$ cat src/rtl/crc_engine_if.sv
// Stream-side bundle for crc_engine: framed word input plus registered CRC results.
interface crc_engine_if #(
   parameter int unsigned CRC_W  = 8,
   parameter int unsigned DATA_W = 8,
   parameter int unsigned LEN_W  = 16
) ();
   logic              start;
   logic [DATA_W-1:0] data_in;
   logic              data_valid;
   logic              data_last;
   logic              data_ready;
   logic [CRC_W-1:0]  check_in;
   logic [CRC_W-1:0]  crc_out;
   logic              crc_valid;
   logic              crc_match;
   logic [LEN_W-1:0]  word_count;
   logic              busy;

   modport master (
      output start, data_in, data_valid, data_last, check_in,
      input  data_ready, crc_out, crc_valid, crc_match, word_count, busy
   );

   modport slave (
      input  start, data_in, data_valid, data_last, check_in,
      output data_ready, crc_out, crc_valid, crc_match, word_count, busy
   );
endinterface

$ cat src/rtl/crc_engine.sv
// Parametrised frame CRC generator/checker: processes DATA_W bits per accepted word,
// registers the final CRC, word count and compare result on the last word.
module crc_engine #(
   parameter int unsigned      CRC_W       = 8,
   parameter logic [CRC_W-1:0] POLY        = 8'h07,
   parameter logic [CRC_W-1:0] INIT        = '0,
   parameter logic [CRC_W-1:0] XOR_OUT     = '0,
   parameter bit               REFLECT_IN  = 1'b0,
   parameter bit               REFLECT_OUT = 1'b0,
   parameter int unsigned      DATA_W      = 8,
   parameter int unsigned      LEN_W       = 16
) (
   input  logic         clk,
   input  logic         reset,
   crc_engine_if.slave  bus
);

   typedef enum logic [1:0] {
      S_IDLE,
      S_RUN,
      S_DONE
   } state_t;

   state_t            state_q, state_d;
   logic [CRC_W-1:0]  crc_q, crc_d;
   logic [LEN_W-1:0]  cnt_q, cnt_d;
   logic [CRC_W-1:0]  crc_out_q, crc_out_d;
   logic              match_q, match_d;
   logic [LEN_W-1:0]  wc_q, wc_d;

   logic [CRC_W-1:0]  crc_next;
   logic [CRC_W-1:0]  crc_final;
   logic [LEN_W-1:0]  cnt_inc;

   function automatic logic [7:0] rev8(input logic [7:0] b);
      logic [7:0] r;
      for (int i = 0; i < 8; i++) r[i] = b[7-i];
      return r;
   endfunction

   function automatic logic [CRC_W-1:0] rev_crc(input logic [CRC_W-1:0] c);
      logic [CRC_W-1:0] r;
      for (int i = 0; i < int'(CRC_W); i++) r[i] = c[int'(CRC_W)-1-i];
      return r;
   endfunction

   // Byte lanes go most-significant first; within a byte, MSB first after optional reflection.
   function automatic logic [CRC_W-1:0] crc_step(input logic [CRC_W-1:0] c,
                                                 input logic [DATA_W-1:0] w);
      logic [CRC_W-1:0] r;
      logic [7:0]       b;
      logic             fb;
      r = c;
      for (int l = int'(DATA_W / 8) - 1; l >= 0; l--) begin
         b = w[8*l +: 8];
         if (REFLECT_IN) b = rev8(b);
         for (int i = 7; i >= 0; i--) begin
            fb = r[CRC_W-1] ^ b[i];
            r  = {r[CRC_W-2:0], 1'b0} ^ (fb ? POLY : '0);
         end
      end
      return r;
   endfunction

   always_comb begin
      // NOTE: every signal gets a default first so no path through the block infers a latch.
      state_d   = state_q;
      crc_d     = crc_q;
      cnt_d     = cnt_q;
      crc_out_d = crc_out_q;
      match_d   = match_q;
      wc_d      = wc_q;

      crc_next  = crc_step(crc_q, bus.data_in);
      crc_final = (REFLECT_OUT ? rev_crc(crc_next) : crc_next) ^ XOR_OUT;
      cnt_inc   = (&cnt_q) ? cnt_q : cnt_q + LEN_W'(1);

      if (bus.start) begin
         state_d = S_RUN;
         crc_d   = INIT;
         cnt_d   = '0;
      end else begin
         unique case (state_q)
            S_IDLE: ;
            S_RUN: begin
               if (bus.data_valid) begin
                  crc_d = crc_next;
                  cnt_d = cnt_inc;
                  if (bus.data_last) begin
                     state_d   = S_DONE;
                     crc_out_d = crc_final;
                     match_d   = (crc_final == bus.check_in);
                     wc_d      = cnt_inc;
                  end
               end
            end
            S_DONE:  state_d = S_IDLE;
            default: state_d = S_IDLE;
         endcase
      end
   end

   // NOTE: sequential state uses non-blocking assignments so all flops update together.
   always_ff @(posedge clk) begin
      if (reset) begin
         state_q   <= S_IDLE;
         crc_q     <= INIT;
         cnt_q     <= '0;
         crc_out_q <= '0;
         match_q   <= 1'b0;
         wc_q      <= '0;
      end else begin
         state_q   <= state_d;
         crc_q     <= crc_d;
         cnt_q     <= cnt_d;
         crc_out_q <= crc_out_d;
         match_q   <= match_d;
         wc_q      <= wc_d;
      end
   end

   // Handshake outputs decode the state register only.
   assign bus.data_ready = (state_q == S_RUN);
   assign bus.busy       = (state_q == S_RUN);
   assign bus.crc_valid  = (state_q == S_DONE);
   assign bus.crc_out    = crc_out_q;
   assign bus.crc_match  = match_q;
   assign bus.word_count = wc_q;

endmodule

$ cat src/flat_wrapper.sv
// flat-port wrapper written by rule: the top's interface ports become plain ports
module crc_engine_flat 
#(
   parameter int unsigned      CRC_W       = 8,
   parameter logic [CRC_W-1:0] POLY        = 8'h07,
   parameter logic [CRC_W-1:0] INIT        = '0,
   parameter logic [CRC_W-1:0] XOR_OUT     = '0,
   parameter bit               REFLECT_IN  = 1'b0,
   parameter bit               REFLECT_OUT = 1'b0,
   parameter int unsigned      DATA_W      = 8,
   parameter int unsigned      LEN_W       = 16
)
  (clk, reset, bus_start, bus_data_in, bus_data_valid, bus_data_last, bus_check_in, bus_data_ready, bus_crc_out, bus_crc_valid, bus_crc_match, bus_word_count, bus_busy);
  crc_engine_if #(.CRC_W(CRC_W), .DATA_W(DATA_W), .LEN_W(LEN_W)) bus_i ();
  input  logic clk;
  input  logic reset;
  input wire logic [$bits(bus_i.start)-1:0] bus_start;
  input wire logic [$bits(bus_i.data_in)-1:0] bus_data_in;
  input wire logic [$bits(bus_i.data_valid)-1:0] bus_data_valid;
  input wire logic [$bits(bus_i.data_last)-1:0] bus_data_last;
  input wire logic [$bits(bus_i.check_in)-1:0] bus_check_in;
  output wire logic [$bits(bus_i.data_ready)-1:0] bus_data_ready;
  output wire logic [$bits(bus_i.crc_out)-1:0] bus_crc_out;
  output wire logic [$bits(bus_i.crc_valid)-1:0] bus_crc_valid;
  output wire logic [$bits(bus_i.crc_match)-1:0] bus_crc_match;
  output wire logic [$bits(bus_i.word_count)-1:0] bus_word_count;
  output wire logic [$bits(bus_i.busy)-1:0] bus_busy;
  assign bus_i.start = bus_start;
  assign bus_i.data_in = bus_data_in;
  assign bus_i.data_valid = bus_data_valid;
  assign bus_i.data_last = bus_data_last;
  assign bus_i.check_in = bus_check_in;
  assign bus_data_ready = bus_i.data_ready;
  assign bus_crc_out = bus_i.crc_out;
  assign bus_crc_valid = bus_i.crc_valid;
  assign bus_crc_match = bus_i.crc_match;
  assign bus_word_count = bus_i.word_count;
  assign bus_busy = bus_i.busy;
  crc_engine #(.CRC_W(CRC_W), .POLY(POLY), .INIT(INIT), .XOR_OUT(XOR_OUT), .REFLECT_IN(REFLECT_IN), .REFLECT_OUT(REFLECT_OUT), .DATA_W(DATA_W), .LEN_W(LEN_W)) u_core (.clk(clk), .reset(reset), .bus(bus_i));
endmodule
$ cat config.mk
export PLATFORM = sky130hd
export DESIGN_NAME = crc_engine_flat
export DESIGN_NICKNAME = d
export VERILOG_FILES = /design/src/rtl/crc_engine_if.sv /design/src/rtl/crc_engine.sv /design/src/flat_wrapper.sv
export SDC_FILE = /design/constraint.sdc
export NUM_CORES = 1
export LEC_CHECK = 0
export BUFFER_PORTS_ARGS = -buffer_cell sky130_fd_sc_hd__buf_2
export CORE_UTILIZATION = 50
export DETAILED_ROUTE_END_ITERATION = 10
export PLACE_DENSITY = 0.76
export SYNTH_ARGS = -nofsm -noshare
export SYNTH_HDL_FRONTEND = slang
export SYNTH_SLANG_ARGS = --single-unit
$ cat constraint.sdc
create_clock -name clk -period 1.8 [get_ports clk]
set_clock_uncertainty 0.2 [all_clocks]
set_input_delay 0.36 -clock clk [delete_from_list [all_inputs] [get_ports clk]]
set_output_delay 0.36 -clock clk [all_outputs]
set_load 0.005 [all_outputs]
# Yosys cells after proc, flatten, opt, wreduce, memory -nomap -nowiden
# Index checks and enable logic that the tools add are counted.
[word_totals] regBits=51 word_cells=54 input_bits=21 output_inout_bits=28
[classes] mux=13 n_bitwise=18 eq_ne=8 n_addsub=1 n_reduce_logical=7
[ops] operator="$xor 8x8->8" count=8
[ops] operator="$mux 3" count=8
[ops] operator="$add 16x1->16 const B" count=1
[ops] operator="$mux 16" count=1
[ops] operator="$reduce_and 16->1" count=1
[ops] operator="$eq 8x8->1" count=1
[ops] operator="$xor 1x1->1" count=8
[ops] operator="$ne 2x2->1 const B" count=3
[ops] operator="$ne 3x3->1 const B" count=2
[ops] operator="$reduce_and 3->1" count=2
[ops] operator="$mux 2" count=2
[ops] operator="$pmux 2 s2" count=1
[ops] operator="$reduce_and 4->1" count=1
[ops] operator="$eq 2x1->1 const B" count=1
[ops] operator="$eq 2x2->1 const B" count=1
[ops] operator="$logic_not 2->1" count=1
[ops] operator="$not 1->1" count=2
[ops] operator="$reduce_and 2->1" count=1
[ops] operator="$reduce_or 2->1" count=1
[ops] operator="$mux 1" count=1

# Logic depth before layout (Yosys ltp)
[depth] word_depth=25 ltp_mapped=7 mapped_depth_nobuf=6

# Worst setup path before layout
# OpenSTA, ideal clock, no wires.
[synth_timing] path_type="in2reg" from="input port bus_data_in[6]" to="register u_core.crc_q[2]" t_required_ns=1.530 stages=5 arrival_ns=1.719 path_slack_ns=-0.189 n_path_buf=0 path_cell_list="xnor2_2 xor3_2 xor2_1 or3_1 a21oi_1"
[synth_via] elab_chain_len=11
[synth_lines] element="from (decl)" line="flat_wrapper.sv:18" source="input wire logic [$bits(bus_i.data_in)-1:0] bus_data_in;"
[synth_lines] element="$xor 1x1->1" line="crc_engine.sv:58" source="fb = r[CRC_W-1] ^ b[i];"
[synth_lines] element="$mux 3" line="crc_engine.sv:59" source="r = {r[CRC_W-2:0], 1'b0} ^ (fb ? POLY : '0);"
[synth_lines] element="$xor 8x8->8 (6 in a row)" line="crc_engine.sv:59"
[synth_lines] element="$xor 1x1->1" line="crc_engine.sv:58"
[synth_lines] element="$mux 3" line="crc_engine.sv:59"
[synth_lines] element="$xor 8x8->8" line="crc_engine.sv:59"
[synth_lines] element="to (signal assigned)" line="crc_engine.sv:114" source="crc_q <= crc_d;"
[synth_lines] element="to (decl)" line="crc_engine.sv:25" source="logic [CRC_W-1:0] crc_q, crc_d;"
# No other way between the ends.
# A chain may end at the register's enable or synchronous reset.

# Worst setup path after layout
[layout_timing] from="register u_core.crc_q[6]" to="register u_core.crc_q[2]"
[layout_via] elab_chain_len=12
[layout_lines] element="$xor 8x8->8" line="crc_engine.sv:59"
[layout_lines] element="$xor 1x1->1" line="crc_engine.sv:58"
[layout_lines] element="$mux 3" line="crc_engine.sv:59"
[layout_lines] element="$xor 8x8->8 (6 in a row)" line="crc_engine.sv:59"
[layout_lines] element="$xor 1x1->1" line="crc_engine.sv:58"
[layout_lines] element="$mux 3" line="crc_engine.sv:59"
[layout_lines] element="$xor 8x8->8" line="crc_engine.sv:59"
# No other way between the ends.

==> run metrics <==
status=complete, but fails checks; failing checks=setup timing; vias in the first global route=2361; # IOs=49; Synth Cell Area=2720 um^2; Starting Density=52.6%; Max Freq=526 MHz; P_leak=1.62 nW; most frequent cells in the layout=buf_4 (62), buf_2 (49), nor2_1 (38); Die H=75.7 um; vias=2802; Slew HR=73.7%; synthesized instance count=313; clock transition at the registers of the reported paths=0.09 ns; crit path capture type=flip-flop; Max Buffers Root-to-Sink=2; Iter 0 DRT Violations=187; worst hold path type=in2reg; CTS sink cnt=51; drc violations=0; min Tclk post-route=1.90 ns; Die Wd=75.7 um; Post-synth EDFFs=0; CTS Root Cell=clkbuf_8; via/cell ratio=5.72; multi-input logic area=1940 um^2; grt total ovfl=0; Routed Antenna Nets=0; count of input and output buffers=48; Yosys reg bits=51; post-cts hold buffer count=0; die area=5740 um^2; share of layout cells above drive strength 1=48.3%; DR pass1 iterations=5; Core Rows=26; initial antenna violation count=0; Final Hold Vio Count=0; sequential share of the synthesized area=37.6%; Post-synth top flop=dfxtp_1; Clk Latency, worst-skew pair=0.31 ns; Final Instance Area=3990 um^2; Worst Tran Pin Value=0.392 ns; Layout area overhead=46.8%; register area=1050 um^2; Synth top area share=37.6%; GPL Wtd Cong=0.855; largest net degree at the start of global routing=30; Final Routed Wirelength=8030 um; commonest non-fill, non-tap cell in the layout=buf_4; Tot Pwr=2.32 mW; max-cap violation count=0; Final Setup Violations=10; CTS Buf Count=5; post-DP HPWL=5110 um; worst hold margin=0.144 ns; Power Density=580 nW/um^2; number of fill cells=324; first-pass GRT wire length=10900 um; startpoint types=flip-flop; final cell count without fillers=490; ratio of final minimum period to clock period=106%; Netlist cell types=44; NumNets Final=441; Synth area leaders=dfxtp_1 (38%), xnor2_1 (12%), nor2_1 (5.5%), a211oi_1 (4.7%), a21oi_1 (4.4%); FFs w/ async S/R, synth=0%; Inst Count DP=471; cell taking the most area after synthesis=dfxtp_1; Critical Path Fanout Max=4; Synth warnings=0; ant diodes=0; CTS tree=done; Max VDD drop=0.340 mV; syn nets=335; Avg Cell Area, Syn=8.69 um^2; CP arrival=1.96 ns; Cell Area, Placed=3490 um^2; H-tree depth=2; final slew viol count=0; core region area=5170 um^2; wire per inst=16.4 um; CP Class=reg2reg; final setup margin=-0.102 ns; RSZ-0062 raised after global routing=true; GRT Total Usage=25.4%; worst path required time=1.86 ns
-- Yosys cell counts, drive strengths merged, types with 2 or more instances --
library cell	number
dfxtp	51
nor2	40
xnor2	39
nand2	30
a21oi	24
a211oi	17
clkbuf	14
nor3	9
nand3	8
xor2	8
buf	7
nor4	7
o21ai	7
or3	5
and3	4
nand4	4
a311oi	3
a31o	3
and4	3
nor2b	3
o211ai	3
o31ai	3
xnor3	3
a31oi	2
and2	2
nand3b	2
-- where the power goes --
group          switching [mW]  internal [mW]  leakage (nW)  total [mW]
Clock                   0.402          0.271        0.0402       0.674
Sequential             0.0147           1.14         0.421        1.16
Combinational           0.241          0.245          1.16       0.485
-- per-stage QoR --
step	setup slack, ns	setup TNS [ns]	utilization (%)
6_report	-0.102	-0.490	77.1
5_1_grt	-0.171	-2.26	77.1
4_1_cts	-0.0904	-0.202	70.6
3_5_place_dp	-0.265	-1.17	67.5
3_3_place_gp	-0.182	-0.534	67.5
2_1_floorplan	-0.100	-0.100	-
-- metal layers --
metal	GRT usage, %	part of all wire, %	vias to the layer above
met3	4.23	6.1	25
met4	9.88	3.1	0
li1	-	-	1311
met5	0	0	-
met1	34.8	43	1341
met2	39.8	48	125
-- timing repair --
action                     CTS  global route
pin swaps                    7            22
setup endpoints to repair   20            42
buffers inserted             1            10
cloned                       0             1
resized for setup           14            58
hold endpoints to repair     0             0
-- final cells by class --
cell class / instances / area share, %
clock inverters: 3 / 0.502
repair buffers: 120 / 20.6
well taps: 70 / 2.20
clock buffers: 5 / 1.72
multi-input cells: 241 / 48.7
flip-flops and latches: 51 / 26.3
-- sequential cells by signal (all words and copies together) (netlist names) --
name	cells
u_core.bus.crc_match	1
u_core.bus.word_count	16
u_core.bus.crc_out	8
u_core.state_q	2
u_core.cnt_q	16
u_core.crc_q	8
-- critical path, cell delays in order, from the launching register on --
cell	delay (ns)
dfxtp_2	0.35
xnor2_2	0.15
xor3_2	0.53
xor2_1	0.17
or3_1	0.33
a21oi_2	0.11
-- worst paths after layout --
check / from / to / slack (ns) / cells after the start
min reg2reg: u_core.bus.word_count[12]$_SDFFE_PP0P_ / u_core.bus.word_count[12]$_SDFFE_PP0P_ / 0.26 / 2
max: u_core.crc_q[6]$_SDFFE_PP0P_ / u_core.crc_q[2]$_SDFFE_PP0P_ / -0.10 / 5
min: bus_check_in[1] / u_core.bus.crc_match$_SDFFE_PP0P_ / 0.14 / 4
max reg2reg: u_core.crc_q[6]$_SDFFE_PP0P_ / u_core.crc_q[2]$_SDFFE_PP0P_ / -0.10 / 5
-- logic make-up after synthesis --
logic type | share of synthesized area (%)
and+or+nand+nor | 23.2
AOI/OAI and AO/OA | 15.7
xor gates and xnor gates | 19.4
DFF | 37.6
buffers and inverters | 3.27
muxes | 0.414
adders and majority gates | 0.460
(Power assumes the default switching activity.)
